===== src/rtl/alu_pkg.sv =====
// alu_pkg: shared definitions for the ALU result-to-BCD converter.
//   - state_e            : converter FSM states
//   - ALU_W_DEFAULT      : default result width
//   - BCD_BLANK          : digit code shown for a blanked (overflowed) result
//   - BCD_ADD3_THRESHOLD : double-dabble correction threshold
package alu_pkg;

  localparam int unsigned ALU_W_DEFAULT      = 9;
  localparam logic [3:0]  BCD_BLANK          = 4'hF;
  localparam logic [3:0]  BCD_ADD3_THRESHOLD = 4'd5;

  typedef enum logic [1:0] {
    ST_IDLE   = 2'd0,
    ST_SHIFT  = 2'd1,
    ST_FINISH = 2'd2
  } state_e;

endpackage


===== src/rtl/bcd_add3.sv =====
// bcd_add3: double-dabble digit correction.
//   din  [3:0] : BCD scratch digit before the shift
//   dout [3:0] : din + 3 when din >= 5, otherwise din
module bcd_add3
  import alu_pkg::*;
(
  input  logic [3:0] din,
  output logic [3:0] dout
);

  always_comb begin
    dout = din;
    if (din >= BCD_ADD3_THRESHOLD) begin
      dout = din + 4'd3;
    end
  end

endmodule


===== src/rtl/alu_result_bcd.sv =====
// alu_result_bcd: converts a signed W-bit ALU result into sign + 3 BCD digits
// using a sequential double-dabble (one bit per clock).
//   CLK, RST      : clock, synchronous active-high reset
//   START         : begin conversion of F/OF (sampled only when idle)
//   F [W-1:0]     : signed two's-complement result
//   OF            : overflow flag accompanying F
//   BUSY          : conversion in progress
//   DONE          : one-cycle pulse when SIGN/D2/D1/D0/OF_Q are updated
//   SIGN          : 1 = negative result
//   D2, D1, D0    : BCD hundreds, tens, ones
//   OF_Q          : overflow flag captured with the converted value
// Optional build macro ALU_OVF_BLANK_EN: an overflowed result is shown as
// blank digits (BCD_BLANK) with SIGN=0.
module alu_result_bcd
  import alu_pkg::*;
#(
  parameter int unsigned W = ALU_W_DEFAULT
) (
  input  logic         CLK,
  input  logic         RST,
  input  logic         START,
  input  logic [W-1:0] F,
  input  logic         OF,
  output logic         BUSY,
  output logic         DONE,
  output logic         SIGN,
  output logic [3:0]   D2,
  output logic [3:0]   D1,
  output logic [3:0]   D0,
  output logic         OF_Q
);

  state_e       state_q, state_d;
  logic [3:0]   cnt_q, cnt_d;
  logic [W-1:0] mag_q, mag_d;
  logic [11:0]  bcd_q, bcd_d;
  logic [11:0]  bcd_adj;
  logic         sign_tmp_q, sign_tmp_d;
  logic         of_tmp_q, of_tmp_d;
  logic         sign_q, sign_d;
  logic [3:0]   d2_q, d2_d;
  logic [3:0]   d1_q, d1_d;
  logic [3:0]   d0_q, d0_d;
  logic         of_out_q, of_out_d;
  logic         done_q, done_d;

  // The hundreds lane never exceeds 9, so its adjusted MSB is always
  // shifted out of the scratch and dropped.
  logic         unused_bcd_msb;
  assign unused_bcd_msb = bcd_adj[11];

  for (genvar i = 0; i < 3; i++) begin : g_add3
    bcd_add3 u_add3 (
      .din  (bcd_q[4*i +: 4]),
      .dout (bcd_adj[4*i +: 4])
    );
  end

  always_comb begin
    state_d    = state_q;
    cnt_d      = cnt_q;
    mag_d      = mag_q;
    bcd_d      = bcd_q;
    sign_tmp_d = sign_tmp_q;
    of_tmp_d   = of_tmp_q;
    sign_d     = sign_q;
    d2_d       = d2_q;
    d1_d       = d1_q;
    d0_d       = d0_q;
    of_out_d   = of_out_q;
    done_d     = 1'b0;

    unique case (state_q)
      ST_IDLE: begin
        if (START) begin
          sign_tmp_d = F[W-1];
          of_tmp_d   = OF;
          // Unsigned W-bit magnitude; the most negative value maps to 2^(W-1).
          mag_d      = F[W-1] ? (~F + W'(1)) : F;
          bcd_d      = '0;
          cnt_d      = 4'(W);
          state_d    = ST_SHIFT;
        end
      end
      ST_SHIFT: begin
        bcd_d = {bcd_adj[10:0], mag_q[W-1]};
        mag_d = {mag_q[W-2:0], 1'b0};
        cnt_d = cnt_q - 4'd1;
        if (cnt_q == 4'd1) begin
          state_d = ST_FINISH;
        end
      end
      ST_FINISH: begin
        d2_d     = bcd_q[11:8];
        d1_d     = bcd_q[7:4];
        d0_d     = bcd_q[3:0];
        sign_d   = sign_tmp_q;
        of_out_d = of_tmp_q;
`ifdef ALU_OVF_BLANK_EN
        if (of_tmp_q) begin
          d2_d   = BCD_BLANK;
          d1_d   = BCD_BLANK;
          d0_d   = BCD_BLANK;
          sign_d = 1'b0;
        end
`else
`endif
        done_d  = 1'b1;
        state_d = ST_IDLE;
      end
      default: begin
        state_d = ST_IDLE;
      end
    endcase
  end

  always_ff @(posedge CLK) begin
    if (RST) begin
      state_q    <= ST_IDLE;
      cnt_q      <= '0;
      mag_q      <= '0;
      bcd_q      <= '0;
      sign_tmp_q <= 1'b0;
      of_tmp_q   <= 1'b0;
      sign_q     <= 1'b0;
      d2_q       <= '0;
      d1_q       <= '0;
      d0_q       <= '0;
      of_out_q   <= 1'b0;
      done_q     <= 1'b0;
    end else begin
      state_q    <= state_d;
      cnt_q      <= cnt_d;
      mag_q      <= mag_d;
      bcd_q      <= bcd_d;
      sign_tmp_q <= sign_tmp_d;
      of_tmp_q   <= of_tmp_d;
      sign_q     <= sign_d;
      d2_q       <= d2_d;
      d1_q       <= d1_d;
      d0_q       <= d0_d;
      of_out_q   <= of_out_d;
      done_q     <= done_d;
    end
  end

  assign BUSY = (state_q != ST_IDLE);
  assign DONE = done_q;
  assign SIGN = sign_q;
  assign D2   = d2_q;
  assign D1   = d1_q;
  assign D0   = d0_q;
  assign OF_Q = of_out_q;

endmodule


===== config.mk =====
export PLATFORM = sky130hd
export DESIGN_NAME = alu_result_bcd
export DESIGN_NICKNAME = d
export VERILOG_FILES = /design/src/rtl/alu_pkg.sv /design/src/rtl/bcd_add3.sv /design/src/rtl/alu_result_bcd.sv
export SDC_FILE = /design/constraint.sdc
export NUM_CORES = 1
export LEC_CHECK = 0
export ABC_AREA = 1
export ABC_CLOCK_PERIOD_IN_PS = 1400
export CAP_MARGIN = 20
export CELL_PAD_IN_SITES_DETAIL_PLACEMENT = 0
export CELL_PAD_IN_SITES_GLOBAL_PLACEMENT = 1
export CORE_ASPECT_RATIO = 0.7
export CORE_MARGIN = 1.5
export CORE_UTILIZATION = 39
export CTS_CLUSTER_DIAMETER = 30
export DETAILED_ROUTE_END_ITERATION = 10
export GPL_TIMING_DRIVEN = 0
export PLACE_DENSITY = 0.85
export SETUP_SLACK_MARGIN = 0.5
export SYNTH_ARGS = -nofsm -noshare
export SYNTH_HDL_FRONTEND = slang
export SYNTH_SLANG_ARGS = --single-unit
export TNS_END_PERCENT = 30

===== constraint.sdc =====
create_clock -name CLK -period 1.4 [get_ports CLK]
set_input_delay 0.14 -clock CLK [delete_from_list [all_inputs] [get_ports CLK]]
set_output_delay 0.14 -clock CLK [all_outputs]
set_load 0.05 [all_outputs]

# After elaboration in Yosys (flattened, before gate mapping)
# Cells that the tools add are included.
# word_totals
reg_bits	44
in_bits	13
output_inout_bits	16
word_cells	46
# classes
n_addsub	5
order_cmp	3
eq_ne	5
muxes	14
bitwise_logic	1
reduce_logical	6
# ops
cell	count
case mux 12 bit (2 select lines)	1
2-to-1 mux 9 bit	2
case mux 9 bit (2 select lines)	1
>= comparator 4 x 3 -> 1 bit, second input constant	3
2-to-1 mux 12 bit	1
2-to-1 mux 4 bit	3
adder 9 x 1 -> 9 bit, second input constant	1
inverter 9 bit	1
adder 4 x 2 -> 4 bit, second input constant	2
case mux 4 bit (2 select lines)	1
AND reduction 2 bit	3
== test 4 x 1 -> 1 bit, second input constant	1
2-to-1 mux 2 bit	2
inequality test 2 bit, second input constant	2
case mux 2 bit (2 select lines)	1
nonzero test 2 bit	2
subtractor 4 x 1 -> 4 bit, second input constant	1
adder 3 x 2 -> 3 bit, second input constant	1
2-to-1 mux 3 bit	1
== test 2 x 1 -> 1 bit, second input constant	1
== test 2 bit, second input constant	1
logical NOT 2 bit	1
2-to-1 mux 1 bit	1

# Longest topological paths before layout
# depth
word_depth	5
ltp_mapped	9
mapped_depth_nobuf	9

# Cells and area by module
# From an unflattened synthesis, not the netlist that was laid out.
# hier_totals
cells_unflattened	306
hier_area_um2	2270.9
# by_module_without_submodules
module	instances	cells_each	area_per_inst_um2	seq_area_each_um2
alu_result_bcd	1	237	1865.5	880.8
bcd_add3	3	23	135.1	0.0

# Least setup slack after synthesis
# Ideal clock, no wire load.
# synth_timing
path_kind	flip-flop to flip-flop
start	register bcd_q[0]
end	register bcd_q[4]
setup_ns	0.065
arrival_ns	1.096
required_time_ns	1.335
slack_ns	0.239
path_stages_with_launch	10
n_path_buf	0
synth_period_minus_slack_ns	1.161
path_cell_list	dfxtp_1 inv_1 ha_1 inv_1 nand2_1 nand3_1 nand2_1 nor2_1 nor2_1 nor2_1
# synth_between
elab_chain_cells	3
word_cells_on_any_way	4
classes_between	add/sub: 1; order compare: 1; mux: 2
# synth_lines
element	line_no	rtl
start: declaration	alu_result_bcd.sv:36	logic [11:0] bcd_q, bcd_d;
start signal: assignment	alu_result_bcd.sv:122	bcd_q <= '0;
start signal: assignment	alu_result_bcd.sv:135	bcd_q <= bcd_d;
adder 4 x 2 -> 4 bit / >= comparator 4 x 3 -> 1 bit (equally long branches)	bcd_add3.sv:14, bcd_add3.sv:13	
2-to-1 mux 4 bit (*)	bcd_add3.sv:13	if (din >= BCD_ADD3_THRESHOLD) begin
case mux 12 bit (2 select lines) (*)	alu_result_bcd.sv:73	unique case (state_q)
# Mark *: on every way between the ends. The rest lies on a longest branch, timed or not.
# A chain may end at the register's enable or synchronous reset.

# Worst setup path in the final report
# layout_timing
start	register state_q[0]
end	register cnt_q[3]
# layout_between
elab_chain_cells	3
word_cells_on_any_way	6
classes_between	eq/ne: 2; mux: 1; reduce/logical: 3
# layout_lines
element	line_no	rtl
start: declaration	alu_result_bcd.sv:33	state_e state_q, state_d;
start signal: assignment	alu_result_bcd.sv:132	state_q <= state_d;
== test 2 x 1 -> 1 bit / logical NOT 2 bit (equally long branches)	alu_result_bcd.sv:73	
nonzero test 2 bit (no line) / inequality test 2 bit (equally long branches)	n/a	
AND reduction 2 bit (no line)	n/a	
end signal: assignment	alu_result_bcd.sv:133	cnt_q <= cnt_d;
end: declaration	alu_result_bcd.sv:34	logic [3:0] cnt_q, cnt_d;
# Several ways; a longest one is shown, not always the timed one.

==> results.py <==
metrics = {
    "critical_path": {
        "cp_slowest_cell": "dfxtp_4",
        "worstSetupPathType": "reg2reg",
        "cp.arrival_ps": 1360,
        "slowest_delay_ps": 390,
        "cp.required_ps": 1610,
        "crit_path_start": "state_q[0]$_SDFFE_PP0P_",
        "worstSetupEndpointType": "flop",
        "cp-start-kind": "flop",
        "regToRegStartpoint": "state_q[0]$_SDFFE_PP0P_",
        "crit_fanout": 6,
        "crit_top_cell": "nand2_1",
        "cp_cell_sequence": "inv_6, nor2_4, buf_6, nand2_2, nand2_1, nand3_1, nand2_1, inv_1",
    },
    "global_routing": {
        "grt_max_degree": 14,
        "grt_pass1_vias": 1926,
        "track_usage_pct": 20.09,
        "gr-total-overflow": 0,
        "antenna_found_initial": 0,
        "grt_pass1_wl_mm": 9.363,
    },
    "synthesis": {
        "yosysMostFrequentCell": "nand2_1",
        "seq_area_frac_synth_pct": 40.65,
        "synth-edff-count": 0,
        "syn_area_um2": 2167,
        "synthTopCellsByCount": "nand2_1 (76), dfxtp_1 (44), inv_1 (34), nor2_1 (31), nand3_1 (30)",
        "ys_ff_latch": 44,
        "synth_nets": 330,
        "ys_async_sr_fraction_pct": 0,
        "yosysTopAreaCell": "dfxtp_1",
        "synth_top_cell_area_share_pct": 40.65,
        "synth.area.top_cells": "dfxtp_1 (41%), nand2_1 (13%), nand3_1 (6.9%)",
        "synth_warnings": 0,
        "synth_cell_types": 26,
        "syn_inst": 308,
        "synth_area_per_cell_um2": 7.036,
        "synthFlopType": "dfxtp_1",
    },
    "power": {
        "peakVddDrop_mv": 0.4670,
        "finalPower_mw": 2.937,
        "leakagePower_nw": 1.316,
        "power.density_nw_per_um2": 993.9,
    },
    "sta": {
        "worst_slew_pin_slew_ps": 304.7,
        "fin_skew_ps": 10.24,
        "holdWs_ps": 347.9,
        "fmax_ghz": 0.8713,
        "rsz0062_at_grt": "true",
        "setup_slack_ps": 252.3,
        "hold_viol": 0,
        "slew_viol_final": 0,
        "finalSetupViolations": 0,
        "finalCritPeriodShare_pct": 81.98,
        "slew_headroom_pct": 79.53,
        "period_minus_slack_ps": 1148,
        "tns_ps": 0,
    },
    "placement": {
        "port_buffers": 28,
        "dpl.cell_count": 408,
        "pre_cts_slack_ps": -225.3,
        "hpwlAfterDp_mm": 4.022,
        "gp_congestion": 0.8127,
    },
    "detailed_routing": {
        "met1Wirelength_mm": 2.977,
        "via_per_inst": 4.969,
        "vias": 2097,
        "drc_errors": 0,
        "wl_mm": 5.589,
        "dr.max_layer_used": "met4",
        "dr.first_iter.drc_count": 102,
        "dr_wl_met3_um": 216,
        "drt-pass1-iter-count": 4,
        "antenna_left": 0,
        "wire_per_inst_um": 13.24,
        "wl_met2_mm": 2.322,
    },
    "floorplan": {
        "start_util_pct": 41.00,
        "core_um2": 5285,
        "die_h_um": 65.37,
        "ioPinCount": 29,
        "rows": 22,
        "die-area_um2": 6020,
        "fp.dieW_um": 92.10,
    },
    "worst_hold_path": {
        "hp-start": "F[1]",
        "hold_path_class": "in2reg",
    },
    "cts": {
        "clkSinkCount": 44,
        "cts_buffers": 5,
        "cts-htree-levels": 2,
        "cts_root_buffer": "clkbuf_8",
        "cts_hold_buf": 0,
        "clk_latency_ps": 300,
        "clk_path_buf_depth": 2,
        "cts_tree": "done",
        "path_clk_slew_ps": 90,
    },
    "outcome": {
        "status": "complete, no violations",
    },
    "final_layout": {
        "drive_gt1_share_pct": 30.57,
        "antenna_cells": 0,
        "area_delta_synth_final_pct": 36.37,
        "layout.nets": 371,
        "stdcell_count": 422,
    },
    "job": {
        "maxCapViolations": 0,
    },
}
[where the power goes]
part / switching [mW] / internal (mW)
clock network: 0.446 / 0.530
logic: 0.361 / 0.231
registers: 0.0511 / 1.32
[what timing repair did]
| item | in CTS | in global routing |
|---|---|---|
| gates cloned | 1 | 0 |
| pin swaps | 4 | 8 |
| gates resized for setup | 147 | 21 |
| endpoints found under the setup margin | 59 | 60 |
| buffers inserted | 2 | 3 |
[logic make-up (layout without fill, tap and decap cells)]
group                    Yosys count  in the layout  synth area share, %
adder cells (fa/ha/maj)            9              9                5.196
buffers and inverters             49             91                9.699
AND/OR/NAND/NOR                  150            150                30.25
AO/OA/AOI/OAI                     55             55                13.80
XOR/XNOR                           1              1               0.4042
flip-flops                        44             44                40.65
[layer usage]
layer  up-vias  global-route usage [%]
met2        35                   29.35
li1       1085                       -
met4         0                   5.192
met5         -                       0
met1       969                   30.25
met3         8                   3.588
[placed cells by master (no fill, tap or decap), types with 2 or more instances in the layout]
cell type / n
nand3_1: 27
inv_4: 6
clkdlybuf4s50_1: 10
nor2_4: 2
ha_2: 3
inv_2: 9
dlymetal6s2s_1: 2
nand4_1: 6
a22oi_1: 2
clkbuf_8: 6
nand2_4: 2
dfxtp_2: 19
nand3_2: 2
nand3_4: 2
o21ai_1: 6
dfxtp_1: 21
buf_6: 13
dfxtp_4: 4
nand2_1: 64
buf_4: 9
nand2_2: 10
buf_2: 2
nand3b_1: 2
ha_4: 4
ha_1: 2
a21oi_1: 22
o21ai_0: 16
o211ai_1: 3
nor2_1: 30
a31oi_1: 2
buf_8: 6
inv_1: 22
[path summary, 6_finish.rpt]
check                          end  cells after the start  slack, ps
min reg2reg  bcd_q[9]$_SDFFE_PP0P_                      2        480
max          cnt_q[3]$_SDFFE_PP0P_                      8        250
min          mag_q[1]$_SDFFE_PP0P_                      5        350
max reg2reg  cnt_q[3]$_SDFFE_PP0P_                      8        250
[stage by stage]
step / area [µm²] / util [%]
6_report: 2955 / 55.92
3_5_place_dp: 2645 / 50.05
3_3_place_gp: 2645 / 50.05
5_1_grt: 2955 / 55.92
2_1_floorplan: 2275 / -
4_1_cts: 2875 / 54.40
[flip-flops by register name, summed over array words and instances, names as in the netlist]
signal	count
state_q	2
mag_q	9
D2	4
of_tmp_q	1
OF_Q	1
cnt_q	4
D1	4
sign_tmp_q	1
DONE	1
bcd_q	12
D0	4
SIGN	1
[final cells by class]
type                       count  area (µm²)
tap                           72       90.09
fill                         541        2330
multi-input combinational    215        1210
timing repair buffer          34       369.1
sequential                    44       919.6
clock buffer                   6       72.57
buffer                        11       96.34
inverter                      38       162.7
clock inverter                 2       35.03
[critical path: cells and delay by family, from the launching register on]
family | cells | cell delay [ps]
buffers and inverters | 3 | 260
DFF | 1 | 390
and+or+nand+nor | 5 | 420
Note: power is estimated with default switching activity, not from simulation.
